### src/rtl/s_to_t_stream.sv
// Streaming sign-magnitude to two's-complement converter.
// Two register stages (S1: raw sample, S2: converted result) with valid/ready
// flow control. Out-of-range magnitudes are clamped. Saturation and
// negative-zero events are counted when the sample is delivered downstream.
module s_to_t_stream #(
  parameter int SM_W  = 8,
  parameter int TC_W  = 7,
  parameter int CNT_W = 16
) (
  input  logic             clk,
  input  logic             rst,
  input  logic             in_valid,
  output logic             in_ready,
  input  logic [SM_W-1:0]  in_data,
  output logic             out_valid,
  input  logic             out_ready,
  output logic [TC_W-1:0]  out_data,
  output logic             out_sat,
  input  logic             cnt_clr,
  output logic [CNT_W-1:0] sat_cnt,
  output logic [CNT_W-1:0] nz_cnt
);

  // Limits expressed at SM_W width so they can be compared against the
  // zero-extended magnitude even when TC_W == SM_W.
  localparam logic [SM_W-1:0]  ONE     = SM_W'(1);
  localparam logic [SM_W-1:0]  MAXN    = ONE << (TC_W - 1);
  localparam logic [SM_W-1:0]  MAXP    = MAXN - ONE;
  localparam logic [TC_W-1:0]  TC_MAXP = {1'b0, {(TC_W-1){1'b1}}};
  localparam logic [TC_W-1:0]  TC_MAXN = {1'b1, {(TC_W-1){1'b0}}};
  localparam logic [CNT_W-1:0] CNT_MAX = '1;

  logic            s1_valid;
  logic [SM_W-1:0] s1_data;
  logic            s2_valid;
  logic            s2_nz;
  logic            s2_adv;
  logic            s1_adv;
  logic            out_xfer;

  logic            sign;
  logic [SM_W-1:0] mag_ext;
  logic [TC_W-1:0] mag_lo;
  logic [TC_W-1:0] cv_data;
  logic            cv_sat;
  logic            cv_nz;

  assign s2_adv    = !s2_valid | out_ready;
  assign s1_adv    = s1_valid & s2_adv;
  assign in_ready  = !s1_valid | s2_adv;
  assign out_valid = s2_valid;
  assign out_xfer  = s2_valid & out_ready;

  assign sign    = s1_data[SM_W-1];
  assign mag_ext = {1'b0, s1_data[SM_W-2:0]};
  assign mag_lo  = mag_ext[TC_W-1:0];

  // Convert the S1 sample; negation of MAXN wraps to the most-negative code.
  always_comb begin
    cv_data = mag_lo;
    cv_sat  = 1'b0;
    cv_nz   = 1'b0;
    if (!sign) begin
      if (mag_ext > MAXP) begin
        cv_data = TC_MAXP;
        cv_sat  = 1'b1;
      end
    end else if (mag_ext == '0) begin
      cv_data = '0;
      cv_nz   = 1'b1;
    end else if (mag_ext > MAXN) begin
      cv_data = TC_MAXN;
      cv_sat  = 1'b1;
    end else begin
      cv_data = -mag_lo;
    end
  end

  // S1: capture the accepted input sample.
  always_ff @(posedge clk) begin
    if (rst) begin
      s1_valid <= 1'b0;
      s1_data  <= '0;
    end else if (in_ready) begin
      s1_valid <= in_valid;
      if (in_valid) s1_data <= in_data;
    end
  end

  // S2: register the converted result; held while downstream stalls.
  always_ff @(posedge clk) begin
    if (rst) begin
      s2_valid <= 1'b0;
      out_data <= '0;
      out_sat  <= 1'b0;
      s2_nz    <= 1'b0;
    end else if (s2_adv) begin
      s2_valid <= s1_valid;
      if (s1_adv) begin
        out_data <= cv_data;
        out_sat  <= cv_sat;
        s2_nz    <= cv_nz;
      end
    end
  end

  // Event counters: bump on delivery, stick at all-ones, clear has priority.
  always_ff @(posedge clk) begin
    if (rst || cnt_clr) begin
      sat_cnt <= '0;
      nz_cnt  <= '0;
    end else if (out_xfer) begin
      if (out_sat && sat_cnt != CNT_MAX) sat_cnt <= sat_cnt + 1'b1;
      if (s2_nz   && nz_cnt  != CNT_MAX) nz_cnt  <= nz_cnt  + 1'b1;
    end
  end

endmodule

### config.mk
export PLATFORM = sky130hd
export DESIGN_NAME = s_to_t_stream
export DESIGN_NICKNAME = d
export VERILOG_FILES = /design/src/rtl/s_to_t_stream.sv
export SDC_FILE = /design/constraint.sdc
export NUM_CORES = 1
export LEC_CHECK = 0
export CORE_AREA = 2 2 76 78
export CTS_CLUSTER_SIZE = 8
export DETAILED_ROUTE_END_ITERATION = 16
export DIE_AREA = 0 0 78 80
export HOLD_SLACK_MARGIN = 0.08
export PLACE_DENSITY = 0.77
export SYNTH_ARGS = -nofsm -noshare
export SYNTH_HDL_FRONTEND = slang
export SYNTH_SLANG_ARGS = --single-unit
### constraint.sdc
create_clock -name clk -period 5.6 [get_ports clk]
set_clock_uncertainty 0.2 [all_clocks]
set_input_delay 1.12 -clock clk [delete_from_list [all_inputs] [get_ports clk]]
set_output_delay 1.12 -clock clk [all_outputs]
set_load 0.02 [all_outputs]
Yosys cells after proc, flatten, opt, wreduce, memory -nomap -nowiden. Cells that the tools add are included.

$add $sub $neg: 3. $mul: 0. Div/mod/pow operators: 0. Magnitude comparators: 2. Eq/ne operators: 2. Shift operators: 0. Muxes and demuxes: 10. Bitwise gates (word level): 4. Reductions and logical operators: 10.

Operator list (number): $add 16x1->16 const B (2); $ne 16x16->1 const B (2); $mux 7 (4); $logic_not 8->1 (1); $reduce_and 2->1 (4); $gt 7x6->1 const B (1); $gt 7x7->1 const B (1); $neg 7->7 (1); $mux 1 (6); $and 1x1->1 (2); $logic_and 1x1->1 (2); $logic_not 1->1 (2); $or 1x1->1 (2); $logic_or 1x1->1 (1).

Register bits: 51. Latch bits: 0. Bits in writable memories: 0. Bits in read-only memories: 0. Input port bits: 13. Output and inout bits: 42. Word-level logic and storage cells: 39. Memories kept: 0.

Longest topological paths before layout. Gate-level depths: netlist (run 1).

Depth after elaboration: 4. Gate-level depth with buffers: 7. Gate-level depth less buffers: 6.

Least setup slack after synthesis (run 1). Ideal clock, no wire load.

Kind: in2out. Start point: input out_ready. End point: output in_ready. Arrival time: 1.616 ns. Data required time: 4.280 ns. Setup slack: 2.664 ns. Cell stages on the path: 2. Path buffers: 1. Path through: nand3b_1 -> clkbuf_1.

Word-level cells in the longest chain between the ends: 2.

RTL lines: start: declaration (line 16) `input logic out_ready,`; $or 1x1->1 (line 48) `assign s2_adv = !s2_valid | out_ready;`; $or 1x1->1 (line 50) `assign in_ready = !s1_valid | s2_adv;`; end: declaration (line 13) `output logic in_ready,`.

No other way between the ends.

Worst setup path after layout (run 1). Ends and elaborated chain as after synthesis.

==> impl_summary.log, run 1 <==
INFO  metric outcome = finished, final reports clean
INFO  metric worst_slew_pin_slew = 0.995 ns
INFO  metric timing.critical_path.required = 4.28 ns
INFO  metric power.density_cell_area = 207 nW/µm²
INFO  metric vias_per_cell = 5.89
INFO  metric grt_overflow_total = 0
INFO  metric r2r_setup_slack = 3.24 ns
INFO  metric vdd_ir_drop_max = 0.000163 V
INFO  metric synth_cells = 324
INFO  metric ff_latch_area = 1020 µm²
INFO  metric finalWeightedCongestion = 0.829
INFO  metric starting_density = 0.487
INFO  metric setup.worst_path.start = out_ready
INFO  metric crit_path_end_kind = primary output
INFO  metric finalHoldViolations = 0
INFO  metric detail_route_antenna_nets = 0
INFO  metric synth_enable_flop_cells = 0
INFO  metric post_synthesis_net_count = 341
INFO  metric synth.area.top_cells = dfxtp_1, a21oi_1, nand2_1
INFO  metric holdBufCountCts = 0
INFO  metric antennaDiodeCount = 0
INFO  metric tritoncts = done
INFO  metric finalSetupViolations = 0
INFO  metric drt_first_iter_violations = 186
INFO  metric detail_route.first_pass.iterations = 4
INFO  metric htree_num_levels = 2
INFO  metric post_synth.cell_area_avg = 8.13 µm²
INFO  metric p_leak = 0.00105 µW
INFO  metric buffer_ports.inserted = 54
INFO  metric filler_cell_count = 514
INFO  metric class_of_the_most_critical_setup_path = input port to primary output
INFO  metric rsz0062_at_grt = no
INFO  metric yosysTopAreaCellShare = 0.387
INFO  metric asyncSetResetFlopFracSynth = 0
INFO  metric number_of_placement_rows = 27
INFO  metric report.final.slew_viol_count = 0
INFO  metric buffer_count_from_post_cts_setup_fixing = 0
INFO  metric critPathArrivalTime = 2.72 ns
INFO  metric die_w = 78 µm
INFO  metric totalNegativeSetupSlack = 0 ns
INFO  metric drc = 0
INFO  metric boundaryPins = 55
INFO  metric routedWlPerCell = 14.4 µm
INFO  metric drive_gt1_frac = 0.0323
INFO  metric critPathLaunchType = input port
INFO  metric route.final.wire_length = 6380 µm
INFO  metric final_cell_area = 3310 µm²
INFO  metric dpl-instance-area = 3210 µm²
INFO  metric first_pass_grt_wire_length = 10,400 µm
INFO  metric die_y = 80 µm
INFO  metric worst_hold_startpoint = out_data[6]
INFO  metric worstSkewPairLatency = 0.30 ns
INFO  metric worstReg2RegStart = s1_data[1]
INFO  metric syn_area = 2640 µm²
INFO  metric post_synthesis_cell_type_with_the_largest_combined_area = dfxtp_1
INFO  metric ctsResizeCount = 0
INFO  metric hold-worst-slack = 0.256 ns
INFO  metric maximum_clock_insertion_buffer_count = 2
INFO  metric crit_path_max_fanout = 11
INFO  metric relSlewSlack = 0.331
INFO  metric grt_max_degree = 28
INFO  metric grt_use_total = 0.207
INFO  metric antenna_violations_before_repair = 0
INFO  metric routed-via-count = 2,617
INFO  metric yosysSeqAreaShare = 0.387
INFO  metric cts_inserted_buffers = 5
INFO  metric cts-root-buf = clkbuf_8
INFO  metric final_period_minus_worst_setup_slack = 4.04 ns
INFO  metric cts_sinks = 51
INFO  metric fmaxAchievable = 247 MHz
INFO  metric place_ws = 1.57 ns
INFO  metric layout-area-overhead-vs-synth = 25.5%
INFO  metric nets = 388
INFO  metric hpwl = 4550 µm
INFO  metric die_area = 6240 µm²
INFO  metric core-area = 5410 µm²
INFO  metric synthFlopType = dfxtp_1
INFO  metric fin_ws = 1.56 ns
INFO  metric worst_setup_hold_path_clk_slew = 0.09 ns
INFO  metric max_cap_violations = 0
INFO  metric hold_class = flop to flop
INFO  metric register_bit_total_from_synthesis = 51
INFO  metric synth_warnings = 0
INFO  metric final_worst_path_period_share = 0.722
INFO  metric crit-reg2reg-capture = out_data[0]
INFO  metric post_synth_num_cell_types = 45
INFO  metric multi_input_area = 1510 µm²
INFO  metric first_global_vias = 2,226
INFO  metric worst_r2r_path_depth = 6
INFO  metric critical_path.endpoint = in_ready
==> through the flow <==
step / instances / total power [µW] / util
after floorplan: 324 / 432 / -
after global placement: 436 / 456 / 0.593
after detailed placement: 436 / 458 / 0.593
after CTS: 444 / 689 / 0.612
after global routing: 444 / 713 / 0.612
final: 444 / 684 / 0.612
==> power breakdown <==
group | switching (µW) | internal [µW]
combinational | 37.3 | 30.7
sequential | 11.1 | 370
clock | 121 | 113
==> logic make-up (layout without fill, tap and decap cells) <==
family / Yosys count / in the layout / synth area share
compound gates: 86 / 86 / 0.219
fa+ha+maj: 4 / 4 / 0.0190
buf+inv: 26 / 74 / 0.0399
flops: 51 / 51 / 0.387
mux: 9 / 9 / 0.0342
simple gates: 148 / 148 / 0.300
==> cell type report <==
class,count,share of cell area
inverter,12,0.0136
timing repair buffer,54,0.164
clock buffer,8,0.0303
sequential,51,0.309
multi-input combinational,247,0.456
tap,72,0.0273
==> per-layer routing <==
metal	up-vias	GRT usage	wire [µm]
li1	1322	-	-
met1	1226	0.256	2910
met2	61	0.366	3110
met3	8	0.0419	291
met4	0	0.0561	62
met5	-	0	0
==> sequential cells by signal, indices dropped and copies added, names as in the netlist <==
name / flops
nz_cnt: 16
sat_cnt: 16
s1_data: 8
out_data: 7
out_sat: 1
out_valid: 1
s1_valid: 1
s2_nz: 1
==> worst max-delay path, cell delays in order <==
cell,delay (ns)
clkdlybuf4s50_1,0.58
nand3b_1,0.34
clkdlybuf4s50_1,0.68
==> Yosys cell counts, types with 4 or more instances <==
cell type / number
ha_1: 4
nor4_1: 7
o21ai_0: 9
clkbuf_1: 12
dfxtp_1: 51
o31ai_1: 8
a21oi_1: 35
nand3_1: 20
nor3_1: 7
and3_1: 4
a211oi_1: 7
and4_1: 5
nand2_1: 40
a31oi_1: 5
or4_1: 11
inv_1: 12
mux2i_1: 9
nor2_1: 18
nand4_1: 9
or3_1: 12
==> how the worst min path moves through the flow <==
stage / slack (ns) / cells past startpoint / end
finish: 0.26 / 2 / out_data[6]
global route: 0.28 / 2 / out_data[6]
CTS: 0.26 / 2 / out_data[6]
detailed placement: 0.25 / 2 / out_data[6]
global placement: 0.25 / 2 / out_data[6]
floorplan: 0.25 / 2 / out_valid
==> layout by cell type (no fill, tap or decap), drive strengths merged, types with 3 or more instances in the layout <==
master,n
a211oi,7
a21oi,35
a311oi,3
a31oi,5
a41o,3
and2,3
and3,4
and4,5
clkbuf,8
clkdlybuf4s50,54
dfxtp,51
ha,4
inv,12
mux2i,9
nand2,40
nand3,20
nand4,9
nor2,18
nor3,8
nor4,7
o21ai,9
o31ai,9
o41ai,3
or3,12
or4,11
Power figures use the tool's default switching activity.
==> run 2: changes to the inputs <==
Settings changed: CORE_AREA 2 2 76 78 to 2 2 79 81, DIE_AREA 0 0 78 80 to 0 0 81 83, PLACE_DENSITY 0.77 to 0.75.
Clock period 5.6 ns to 3.5 ns, I/O delays scaled along.
==> run 2 against run 1 <==
  * Total power increased by 60%
  * Via count grew 1.9%
  * Sequential share of layout area down 0.31 points
  * First-iteration DRC count is 9.1% lower
  * Design area increased by 1.0%
  * Cell count is 1.6% higher
  * Global-route usage is 0.64 points lower
  * Critical path depth unchanged
  * Combinational power increased by 63%
  * Count of clock-buffer cells in the layout did not move
  * Hold slack better by 0.013 ns
  * Critical path type unchanged
  * Critical endpoint unchanged
  * Highest routed layer unchanged
==> impl_summary.log, run 2 (synthesis results as in run 1) <==
INFO  metric cp_num_buf_inv = 2
INFO  metric hold_class = flop to flop
INFO  metric boundaryPins = 55
INFO  metric maximum_clock_insertion_buffer_count = 2
INFO  metric number_of_placement_rows = 28
INFO  metric totalNegativeSetupSlack = 0 ns
INFO  metric critical_path_max_stage_delay = 0.62 ns
INFO  metric nets = 392
INFO  metric power.switching_fraction = 0.247
INFO  metric detail_route_antenna_nets = 0
INFO  metric tritoncts = done
INFO  metric final_cell_area = 3340 µm²
INFO  metric vdd_ir_drop_max = 0.000178 V
INFO  metric vias_per_cell = 5.91
INFO  metric layout_commonest_cell = clkdlybuf4s50_1
INFO  metric critPathArrivalTime = 1.98 ns
INFO  metric finalHoldViolations = 0
INFO  metric final_period_minus_worst_setup_slack = 2.88 ns
INFO  metric grt_use_total = 0.200
INFO  metric die_y = 83 µm
INFO  metric die_w = 81 µm
INFO  metric buffer_count_from_post_cts_setup_fixing = 0
INFO  metric cts_inserted_buffers = 5
INFO  metric power.density_cell_area = 328 nW/µm²
INFO  metric p_leak = 0.00107 µW
INFO  metric cts-root-buf = clkbuf_8
INFO  metric finalWeightedCongestion = 0.847
INFO  metric route.final.wire_length = 6390 µm
INFO  metric htree_num_levels = 2
INFO  metric cts_sinks = 51
INFO  metric buffer_ports.inserted = 54
INFO  metric timing.critical_path.required = 2.60 ns
INFO  metric timing.critical_path.max_delay_family = buffers and inverters
INFO  metric rsz0062_at_grt = no
INFO  metric max_cap_violations = 0
INFO  metric power.share.combinational = 0.101
INFO  metric critPathLaunchType = input port
INFO  metric antenna_violations_before_repair = 0
INFO  metric relSlewSlack = 0.360
INFO  metric seq_power_share = 0.557
INFO  metric routedWlPerCell = 14.2 µm
INFO  metric largestRegisters = nz_cnt (16), sat_cnt (16), s1_data (8)
INFO  metric share_clk_of_total_power = 0.342
INFO  metric crit_path_cell_trace = clkdlybuf4s50_1 -> nand3b_1 -> clkdlybuf4s50_1
INFO  metric hpwl = 4710 µm
INFO  metric internal-power = 825 µW
INFO  metric layout-area-overhead-vs-synth = 26.7%
INFO  metric worst_setup_hold_path_clk_slew = 0.08 ns
INFO  metric crit_path_end_kind = primary output
INFO  metric grt_max_degree = 26
INFO  metric fmaxAchievable = 348 MHz
INFO  metric drive_gt1_frac = 0.0426
INFO  metric worstSkewPairLatency = 0.31 ns
INFO  metric crit_path_frequent_cell = clkdlybuf4s50_1
INFO  metric class_of_the_most_critical_setup_path = input port to primary output
INFO  metric core-area = 5820 µm²
INFO  metric finalSetupViolations = 0
INFO  metric dpl-instance-area = 3240 µm²
INFO  metric detail_route.first_pass.iterations = 4
INFO  metric report.final.slew_viol_count = 0
INFO  metric antennaDiodeCount = 0
INFO  metric crit_path_max_fanout = 2
INFO  metric worst_slew_pin_slew = 0.951 ns
INFO  metric holdBufCountCts = 0
INFO  metric power.net_switching = 271 µW
INFO  metric die_area = 6720 µm²
INFO  metric drt_first_iter_violations = 169
INFO  metric timing.critical_path.slowest_stage_cell = clkdlybuf4s50_1
INFO  metric drc = 0
INFO  metric final_worst_path_period_share = 0.822
INFO  metric starting_density = 0.453
INFO  metric first_pass_grt_wire_length = 11,000 µm
INFO  metric final_cell_mix = clkdlybuf4s50_1, dfxtp_1, nand2_1
INFO  metric first_global_vias = 2,389
INFO  metric routed-via-count = 2,667
INFO  metric grt_overflow_total = 0
INFO  metric outcome = finished, final reports clean
INFO  metric ctsResizeCount = 0
==> run 2: worst paths after layout <==
kind | start | to | slack [ns] | cells past startpoint
setup / recovery | out_ready | in_ready | 0.62 | 3
hold reg to reg | out_data[6] | out_data[6] | 0.27 | 2
setup reg to reg | s1_data[0] | out_data[0] | 1.14 | 6
hold / removal | out_data[6] | out_data[6] | 0.27 | 2
==> run 2: power by group through the flow <==
stage / clock network [µW] / registers, µW / logic [µW]
2_1_floorplan: 0 / 625 / 65.6
3_3_place_gp: 0 / 623 / 110
3_5_place_dp: 0 / 624 / 111
4_1_cts: 384 / 610 / 112
5_1_grt: 405 / 613 / 124
6_report: 375 / 610 / 111
==> run 2: cell type report <==
type	instances	area (µm²)
fillers	566	2480
multi-input cells	247	1510
flip-flops and latches	51	1020
repair buffers	58	571
clock buffers	8	100
well taps	75	93.8
inverters	12	45.0
==> run 2: per-stage QoR <==
| stage | utilization | hold WS [ns] | instances | worst slack [ns] | total power (µW) |
|---|---|---|---|---|---|
| after global placement | 0.557 | 0.258 | 443 | 0.611 | 733 |
| after global routing | 0.574 | 0.304 | 451 | 0.601 | 1140 |
| after CTS | 0.574 | 0.273 | 451 | 0.615 | 1110 |
| final | 0.574 | 0.268 | 451 | 0.624 | 1100 |
| after detailed placement | 0.557 | 0.250 | 443 | 0.574 | 735 |
| after floorplan | - | 0.248 | 324 | 1.33 | 691 |
==> run 2: per-layer routing <==
layer,GRT usage,vias to the layer above,share of wire
li1,-,1332,-
met1,0.267,1245,0.44
met2,0.320,80,0.48
met3,0.0446,10,0.060
met4,0.0601,0,0.014
met5,0,-,0
==> run 2: worst min-delay path: cells and delay by family (launching register included) <==
family | cells | cell delay [ns]
flops | 1 | 0.32
simple gates | 1 | 0.05
compound gates | 1 | 0.05
==> run 3: changes to the inputs <==
Settings changed: CORE_AREA 2 2 79 81 to 2 2 76 78, DIE_AREA 0 0 81 83 to 0 0 78 80, PLACE_DENSITY 0.75 to 0.77.
Clock period 3.5 ns to 2.7 ns, I/O delays scaled along.
==> run 3 against run 2 <==
  * Global-route usage grew 0.81 points
  * Total power grew 24%
  * Core utilization grew 4.8 points
  * Via count is essentially flat
  * Hold slack lost 0.0091 ns
  * First-iteration DRC count grew 40%
  * Design area grew 0.67%
  * Combinational power grew 33%
  * Cell count grew 0.67%
  * Sequential cell count is the same
  * Critical path depth is the same
  * Largest cell class unchanged
  * Largest power group unchanged
==> impl_summary.log, run 3 (synthesis results as in run 1) <==
INFO  metric r2r_setup_slack = 0.34 ns
INFO  metric worst_setup_hold_path_clk_slew = 0.09 ns
INFO  metric power.density_cell_area = 405 nW/µm²
INFO  metric routedWlPerCell = 14.1 µm
INFO  metric holdPathStages = 2
INFO  metric grt.met3_usage = 0.0328
INFO  metric outcome = finished, final reports clean
INFO  metric p_leak = 0.00109 µW
INFO  metric buffer_count_from_post_cts_setup_fixing = 0
INFO  metric route.final.wire_length = 6380 µm
INFO  metric die_w = 78 µm
INFO  metric layout_commonest_cell = clkdlybuf4s50_1
INFO  metric drt_first_iter_violations = 236
INFO  metric largestRegisters = nz_cnt (16), sat_cnt (16), s1_data (8)
INFO  metric relSlewSlack = 0.521
INFO  metric maximum_clock_insertion_buffer_count = 2
INFO  metric timing.critical_path.required = 1.96 ns
INFO  metric vias_per_cell = 5.88
INFO  metric critPathLaunchType = input port
INFO  metric final_period_minus_worst_setup_slack = 2.54 ns
INFO  metric detail_route_antenna_nets = 0
INFO  metric tritoncts = done
INFO  metric htree_num_levels = 2
INFO  metric vdd_ir_drop_max = 0.000200 V
INFO  metric grt_overflow_total = 0
INFO  metric global_route.usage.met1 = 0.273
INFO  metric die_area = 6240 µm²
INFO  metric layout-area-overhead-vs-synth = 27.6%
INFO  metric fmaxAchievable = 394 MHz
INFO  metric crit_path_end_kind = primary output
INFO  metric boundaryPins = 55
INFO  metric worst_r2r_path_depth = 6
INFO  metric cts-root-buf = clkbuf_8
INFO  metric stdcell_count = 454
INFO  metric grt_max_degree = 23
INFO  metric cts_inserted_buffers = 5
INFO  metric routed-via-count = 2,668
INFO  metric crit-reg2reg-capture = out_data[0]
INFO  metric worstSkewPairLatency = 0.30 ns
INFO  metric final_cell_area = 3360 µm²
INFO  metric core-area = 5410 µm²
INFO  metric die_y = 80 µm
INFO  metric antennaDiodeCount = 0
INFO  metric number_of_placement_rows = 27
INFO  metric cts_sinks = 51
INFO  metric first_pass_grt_wire_length = 10,700 µm
INFO  metric setup.worst_path.start = out_ready
INFO  metric filler_cell_count = 502
INFO  metric worstReg2RegStart = s1_data[0]
INFO  metric worstHoldEndpoint = out_data[6]
INFO  metric worst_hold_startpoint = out_data[6]
INFO  metric ctsResizeCount = 0
INFO  metric max_cap_violations = 0
INFO  metric holdBufCountCts = 0
INFO  metric first_global_vias = 2,344
INFO  metric totalNegativeSetupSlack = 0 ns
INFO  metric worst_slew_pin_slew = 0.713 ns
INFO  metric finalWeightedCongestion = 0.922
INFO  metric class_of_the_most_critical_setup_path = input port to primary output
INFO  metric rsz0062_at_grt = no
INFO  metric placedCellCount = 446
INFO  metric hold_class = flop to flop
INFO  metric hpwl = 4660 µm
INFO  metric met2_track_demand_over_resource = 0.350
INFO  metric report.final.slew_viol_count = 0
INFO  metric drc = 0
INFO  metric starting_density = 0.487
INFO  metric nets = 398
INFO  metric drive_gt1_frac = 0.0550
INFO  metric detail_route.first_pass.iterations = 4
INFO  metric final_cell_mix = clkdlybuf4s50_1, dfxtp_1, nand2_1
INFO  metric grt_busiest_layer = met2
INFO  metric antenna_violations_before_repair = 0
INFO  metric final_worst_path_period_share = 0.939
INFO  metric finalHoldViolations = 0
INFO  metric grt_use_total = 0.208
INFO  metric critPathArrivalTime = 1.80 ns
INFO  metric buffer_ports.inserted = 54
INFO  metric crit_path_max_fanout = 2
INFO  metric finalSetupViolations = 0
INFO  metric dpl-instance-area = 3280 µm²
## run 3: area by class of cell
cell class	instances	area, µm²	share of cell area
inverter	12	45.0	0.0134
multi-input combinational	247	1510	0.449
sequential	51	1020	0.304
timing repair buffer	64	616	0.183
clock inverter	1	5.00	0.00149
tap	72	90.1	0.0268
clock buffer	7	76.3	0.0227
## run 3: stage by stage
| stage | total power (µW) | worst slack [ns] | hold WS, ns | utilization |
|---|---|---|---|---|
| after global routing | 1420 | 0.128 | 0.317 | 0.622 |
| after global placement | 953 | 0.123 | 0.245 | 0.607 |
| after floorplan | 896 | 0.535 | 0.248 | - |
| after CTS | 1370 | 0.155 | 0.262 | 0.622 |
| final | 1360 | 0.165 | 0.259 | 0.622 |
| after detailed placement | 957 | 0.0515 | 0.249 | 0.607 |
## run 3: routing by layer
layer  share of wire  vias up
li1                -     1355
met3           0.045       10
met4           0.015        0
met5               0        -
met1            0.47     1222
met2            0.47       81
## run 3: how the worst max path moves through the flow
stage	end	depth (start not counted)
final	in_ready	3
after global routing	in_ready	3
after CTS	in_ready	3
after detailed placement	sat_cnt[9]	6
after global placement	nz_cnt[15]	6
after floorplan	out_data[5]	7
## run 3: where the power goes
part | switching [µW] | leakage (µW) | total (µW) | internal (µW)
sequential | 23.3 | 0.000414 | 792 | 768
combinational | 78.6 | 0.000636 | 148 | 69.6
clock | 241 | 0.0000422 | 423 | 182
total | 343 | 0.00109 | 1360 | 1020
## run 3: worst max-delay path: stages
cell	delay, ns
clkdlybuf4s50_1	0.48
nand3b_1	0.16
clkdlybuf4s50_1	0.62
